## config.mk

```make
export PLATFORM = sky130hd
export DESIGN_NAME = dmem_arbiter
export DESIGN_NICKNAME = d
export VERILOG_FILES = /design/src/rtl/dmem_arbiter.sv
export SDC_FILE = /design/constraint.sdc
export NUM_CORES = 1
export LEC_CHECK = 0
export BUFFER_PORTS_ARGS = -buffer_cell sky130_fd_sc_hd__buf_2
export CORE_AREA = 10 10 62 64
export DETAILED_ROUTE_END_ITERATION = 10
export DIE_AREA = 0 0 72 74
export PLACE_DENSITY_LB_ADDON = 0.12
export SLEW_MARGIN = 20
export SYNTH_ARGS = -nofsm -noshare
export SYNTH_HDL_FRONTEND = slang
export SYNTH_SLANG_ARGS = --single-unit
```

## constraint.sdc

```tcl
create_clock -name CLK -period 4.8 [get_ports CLK]
set_input_delay 0.96 -clock CLK [delete_from_list [all_inputs] [get_ports CLK]]
set_output_delay 0.96 -clock CLK [all_outputs]
set_load 0.005 [all_outputs]
```

## src/rtl/dmem_arbiter.sv

```systemverilog
// Two-requester arbiter (core, host loader) in front of a single-port
// synchronous data memory. Grants are combinational, round-robin on conflict,
// with a bounded burst lock and a one-cycle read-return path per requester.
module dmem_arbiter #(
   parameter int AW        = 8,
   parameter int DW        = 8,
   parameter int MAX_BURST = 4
) (
   input  logic          CLK,
   input  logic          RST_N,
   // core port
   input  logic          c_req,
   input  logic          c_we,
   input  logic          c_lock,
   input  logic [AW-1:0] c_addr,
   input  logic [DW-1:0] c_wdata,
   output logic          c_gnt,
   output logic          c_rvalid,
   output logic [DW-1:0] c_rdata,
   // host loader port
   input  logic          h_req,
   input  logic          h_we,
   input  logic          h_lock,
   input  logic [AW-1:0] h_addr,
   input  logic [DW-1:0] h_wdata,
   output logic          h_gnt,
   output logic          h_rvalid,
   output logic [DW-1:0] h_rdata,
   // data memory
   output logic          mem_en,
   output logic          mem_we,
   output logic [AW-1:0] mem_addr,
   output logic [DW-1:0] mem_wdata,
   input  logic [DW-1:0] mem_rdata
);

   typedef enum logic {
      OWN_CORE = 1'b0,
      OWN_HOST = 1'b1
   } owner_t;

   localparam logic [3:0] LP_MAX_BURST = 4'(MAX_BURST);

   owner_t     r_last_gnt;
   owner_t     w_last_gnt_nxt;
   logic [3:0] r_burst_cnt;
   logic [3:0] w_burst_cnt_nxt;
   logic       r_rd_pend_c;
   logic       r_rd_pend_h;
   logic       w_rd_pend_c_nxt;
   logic       w_rd_pend_h_nxt;
   logic       w_owner_req;
   logic       w_owner_lock;
   logic       w_lock_hold;
   logic       w_granted_lock;
   logic       w_gnt_c;
   logic       w_gnt_h;

   // Grant selection: locked owner first (until burst limit), else round-robin.
   always_comb begin
      w_gnt_c      = 1'b0;
      w_gnt_h      = 1'b0;
      w_owner_req  = (r_last_gnt == OWN_CORE) ? c_req  : h_req;
      w_owner_lock = (r_last_gnt == OWN_CORE) ? c_lock : h_lock;
      w_lock_hold  = w_owner_req && w_owner_lock && (r_burst_cnt < LP_MAX_BURST);
      if (RST_N) begin
         if (c_req && h_req) begin
            if (w_lock_hold) begin
               w_gnt_c = (r_last_gnt == OWN_CORE);
               w_gnt_h = (r_last_gnt == OWN_HOST);
            end else begin
               w_gnt_c = (r_last_gnt == OWN_HOST);
               w_gnt_h = (r_last_gnt == OWN_CORE);
            end
         end else begin
            w_gnt_c = c_req;
            w_gnt_h = h_req;
         end
      end
   end

   // Next-state: owner history, burst count and read-return tags.
   always_comb begin
      w_last_gnt_nxt  = r_last_gnt;
      w_burst_cnt_nxt = '0;
      w_granted_lock  = w_gnt_c ? c_lock : h_lock;
      w_rd_pend_c_nxt = w_gnt_c && !c_we;
      w_rd_pend_h_nxt = w_gnt_h && !h_we;
      if (w_gnt_c || w_gnt_h) begin
         w_last_gnt_nxt = w_gnt_c ? OWN_CORE : OWN_HOST;
         // A grant that used up the burst budget clears the count.
         if ((w_last_gnt_nxt == r_last_gnt) && w_granted_lock &&
             (r_burst_cnt < LP_MAX_BURST)) begin
            w_burst_cnt_nxt = r_burst_cnt + 4'd1;
         end
      end
   end

   // State register; reset makes the core win the first conflict.
   always_ff @(posedge CLK or negedge RST_N) begin
      if (!RST_N) begin
         r_last_gnt  <= OWN_HOST;
         r_burst_cnt <= '0;
         r_rd_pend_c <= 1'b0;
         r_rd_pend_h <= 1'b0;
      end else begin
         r_last_gnt  <= w_last_gnt_nxt;
         r_burst_cnt <= w_burst_cnt_nxt;
         r_rd_pend_c <= w_rd_pend_c_nxt;
         r_rd_pend_h <= w_rd_pend_h_nxt;
      end
   end

   // Output muxing toward memory and read-return toward requesters.
   always_comb begin
      c_gnt     = w_gnt_c;
      h_gnt     = w_gnt_h;
      mem_en    = w_gnt_c | w_gnt_h;
      mem_we    = 1'b0;
      mem_addr  = '0;
      mem_wdata = '0;
      if (w_gnt_c) begin
         mem_we    = c_we;
         mem_addr  = c_addr;
         mem_wdata = c_wdata;
      end else if (w_gnt_h) begin
         mem_we    = h_we;
         mem_addr  = h_addr;
         mem_wdata = h_wdata;
      end
      c_rvalid = r_rd_pend_c;
      h_rvalid = r_rd_pend_h;
      c_rdata  = r_rd_pend_c ? mem_rdata : '0;
      h_rdata  = r_rd_pend_h ? mem_rdata : '0;
   end

endmodule

```

* Word-level counts from Yosys, hierarchy flattened
Index checks and enable logic that the tools add are counted.
** Storage, ports and cells
- Output and inout bits :: 38
- Logic and storage cells :: 39
- Memory bits (read-only) :: 0
- Memories kept :: 0
- Bits in latches :: 0
- Memory bits (writable) :: 0
- Input bits :: 48
- Register bits :: 7
** Cells by class
- Shifts and indexed selects :: 0
- Muxes and demuxes :: 20
- $lt $le $gt $ge :: 1
- Divide/modulo/power cells :: 0
- Multiply operators :: 0
- Eq/ne operators :: 1
- Add/subtract/negate cells :: 1
- Bitwise gates (word level) :: 2
- Reductions and logical operators :: 10
** Operators by type and width (number)
- two-way mux 8 bit :: 6
- two-way mux 1 bit :: 12
- two-way mux 4 bit :: 2
- logical AND 1 bit :: 7
- adder 4 x 1 -> 4 bit (second input constant) :: 1
- < comparator 4 x 3 -> 1 bit (second input constant) :: 1
- logical NOT 1 bit :: 2
- equality test 1 bit :: 1
- logical OR 1 bit :: 1
- inverter 1 bit :: 1
- bitwise OR 1 bit :: 1

* Longest topological paths before layout
- Depth in word-level cells :: 12
- Gate-level depth with buffers :: 5
- Depth with buffers taken out :: 3

* Worst setup path before layout
Ideal clock, no wire load.
- Path type :: input to output
- From :: input port c_lock
- To :: output port mem_addr[0]
- Data arrival time :: 2.010 ns
- Cell stages on the path :: 4
- Path buffers :: 1
- Path slack :: 1.830 ns
- Data required time :: 3.840 ns
- Cell sequence :: or3b_4 > a221oi_4 > buf_6 > o2bb2ai_1
** Between the ends
- Word-level cells in the longest chain between the ends :: 8
- Elaborated cells on any way between the ends :: 11
- Those cells by class :: mux: 9; reduce/logical: 2
** Ends and longest elaborated chain
- start: declaration :: RTL line 14 : input logic c_lock,
- two-way mux 1 bit (*) :: RTL line 64 : w_owner_lock = (r_last_gnt == OWN_CORE) ? c_lock : h_lock;
- logical AND 1 bit (*) (2 in series) :: RTL line 65 : w_lock_hold = w_owner_req && w_owner_lock && (r_burst_cnt < LP_MAX_BURST);
- two-way mux 1 bit :: RTL line 68 : if (w_lock_hold) begin
- two-way mux 1 bit :: RTL line 67 : if (c_req && h_req) begin
- two-way mux 1 bit :: RTL line 66 : if (RST_N) begin
- two-way mux 8 bit :: RTL line 126 : end else if (w_gnt_h) begin
- two-way mux 8 bit (*) :: RTL line 122 : if (w_gnt_c) begin
- end: declaration :: RTL line 32 : output logic [AW-1:0] mem_addr,
Mark *: on every way between the ends. The rest lies on a longest branch, timed or not.

* Worst setup path after layout
- From :: input port c_lock
- To :: output port mem_wdata[7]
** Between the ends
- Word-level cells in the longest chain between the ends :: 8
- Elaborated cells on any way between the ends :: 11
- Those cells by class :: mux: 9; reduce/logical: 2
** Ends and longest elaborated chain
- two-way mux 1 bit (*) :: RTL line 64
- logical AND 1 bit (*) (2 in series) :: RTL line 65
- two-way mux 1 bit :: RTL line 68
- two-way mux 1 bit :: RTL line 67
- two-way mux 1 bit :: RTL line 66
- two-way mux 8 bit :: RTL line 126
- two-way mux 8 bit (*) :: RTL line 122
- end: declaration :: RTL line 33 : output logic [DW-1:0] mem_wdata,
Marks and branches as above.

==> flow_summary.toml <==
[floorplanning]
initial_core_util_pct = 28.9
die_h_microns = 74
die-area_sq_mm = 0.00533
coreArea_sq_mm = 0.00266
row_count = 19
ios = 86
die_x_microns = 72

[timing]
setup_violations = 0
rsz0062_at_grt = "false"
finalHoldViolCount = 0
finalCritPeriodShare_pct = 74.9
fmax_mhz = 278
final.setup.tns_ns = 0
worstMarginPinSlew_ns = 0.920
hold_slack_ns = 0.455
finalCriticalPeriod_ns = 3.60
fin_skew_ns = 0.000366
slew_headroom_pct = 38.7
slew_violations = 0

[global_routing]
grt_usage_pct = 10.1
grt_max_degree = 24
grt_pass1_vias = 1050
grt_pass1_wl_microns = 4530
antenna_found_initial = 0
gr-total-overflow = 0

[setup_path]
path_cells = "buf_2 -> or3b_4 -> a221oi_4 -> o2bb2ai_1 -> buf_2"
cpPeakStageDelay_ns = 0.83
crit_path_end_kind = "primary output"
crit_required_ns = 3.84
critPathMaxFanout = 23
arrival_ns = 2.64
cp_top_family = "compound AO/OA/AOI/OAI gates"
path_buf_inv = 2
cp_common_cell = "buf_2"
start_kind = "input pin"
slowest_stage = "a221oi_4"
worstSetupPathType = "in -> out"

[clocking]
cts.sinks = 7
htreeDepth = 1
insertion_delay_ns = 0.25
clockRootBuffer = "clkbuf_4"
cts_resized = 0
clock_path_buffers = 2
tritoncts = "built"
ctsHoldBuffers = 0
clk_pin_slew_worst_paths_ns = 0.05
cts_buffers = 3
cts_setup_buffers = 0

[detailed_routing]
wire_per_inst_microns = 14.0
vias = 968
drt-vias-per-instance = 4.68
highest_layer = "met3"
wl_met1_microns = 970
drt_wl_total_microns = 2890
drtAntennaViolNets = 0
drt_pass1_iterations = 3
drtIter0Drc = 34
wl_met2_microns = 1520
drcViolationCount = 0
route.met3.wl_microns = 402

[layout]
drive_gt1_share_pct = 54.0
final_common_cell = "buf_2"
final_cell_mix = "buf_2, nand2_1, and2_1, o2bb2ai_1, dfrtp_1"
final_util_pct = 45.8
antennaDiodeCount = 0
finish.net_count = 226
syn_to_final_growth_pct = 58.4
fillers = 279

[placement]
post-dp-hpwl_microns = 2520
port_buffers = 85
routabilityCongestion = 0.771

[worst_hold_path]
hold_class = "reg -> reg"

[yosys]
netlist_instances = 92
syn_area_per_cell_sq_um = 8.36
ys_ff_latch = 7
async_flop_share_pct = 100
yosys_most_used_dff = "dfrtp_1"
yosysSeqAreaShare_pct = 22.9
syn_nets = 141
synth_cell_types = 25
synth-edff-count = 0
synth_area_sq_um = 769
yosysWarnings = 0

[job]
cap_violations = 0

[run_status]
status = "finished, final reports clean"

[power]
ir_drop_uv = 159
leakagePower_nw = 0.670
cellPowerDensity_mw_per_mm2 = 168
[layout make-up]
class	count	area [sq um]	area share (%)
clock buffer	4	26.3	2.16
multi-input combinational	76	537	44.0
sequential	7	176	14.5
timing repair buffer	85	425	34.9
tap	31	38.8	3.18
inverter	4	15.0	1.23
[state kept, by name (all words and copies together) (netlist names)]
signal	count
r_burst_cnt	4
h_rvalid	1
r_last_gnt	1
c_rvalid	1
[cell families after synthesis]
kind of cell,after synthesis,synth area share [%]
flops,7,22.9
simple gates,47,32.5
compound gates,27,35.1
fa+ha+maj,1,1.63
other cells,1,0.487
buf+inv,9,7.32
[report_power, final]
group | total (W) | internal [W] | leakage [nW] | switching [W]
clock network | 0.0000524 | 0.0000317 | 0.0150 | 0.0000208
registers | 0.0000669 | 0.0000633 | 0.0910 | 0.00000370
logic | 0.0000848 | 0.0000417 | 0.564 | 0.0000430
total | 0.000204 | 0.000137 | 0.670 | 0.0000675
[path summary, 6_finish.rpt]
path                                          startpoint                       end  slack, ns  cells after the start
worst max-delay path                              c_lock              mem_wdata[7]       1.20                      5
worst min-delay path            r_burst_cnt[0]$_DFF_PN0_  r_burst_cnt[0]$_DFF_PN0_       0.45                      1
worst max register to register  r_burst_cnt[3]$_DFF_PN0_  r_burst_cnt[2]$_DFF_PN0_       2.68                      3
worst min register to register  r_burst_cnt[0]$_DFF_PN0_  r_burst_cnt[0]$_DFF_PN0_       0.45                      1
max in group asynchronous                          RST_N    r_last_gnt$_DFFE_PN1P_       3.97                      1
min in group asynchronous                          RST_N  r_burst_cnt[3]$_DFF_PN0_       0.57                      1
[routing by layer]
layer / vias to the layer above / GRT usage [%]
met2: 49 / 19.6
met1: 423 / 8.44
li1: 496 / -
met3: 0 / 7.18
met5: - / 0
met4: 0 / 0.645
[cells in the mapped netlist, types with 2 or more instances]
cell	count	share of area, %
nand2_1	20	9.8
and2_1	18	15
o2bb2ai_1	16	18
dfrtp_1	6	20
inv_1	4	2.0
a2111oi_0	3	3.4
buf_6	3	4.4
a221oi_4	2	6.8
clkbuf_1	2	0.98
nor2_1	2	0.98
nor2b_1	2	1.6
[stage by stage]
step	setup slack, ns	std cells	area, sq um	total power, W
detailed placement	1.21	203	1190	0.000154
global route	1.08	207	1220	0.000225
global placement	1.23	203	1190	0.000153
finish	1.20	207	1220	0.000204
CTS	1.20	207	1220	0.000210
floorplan	1.83	92	769	0.000113
(Power assumes the default switching activity.)
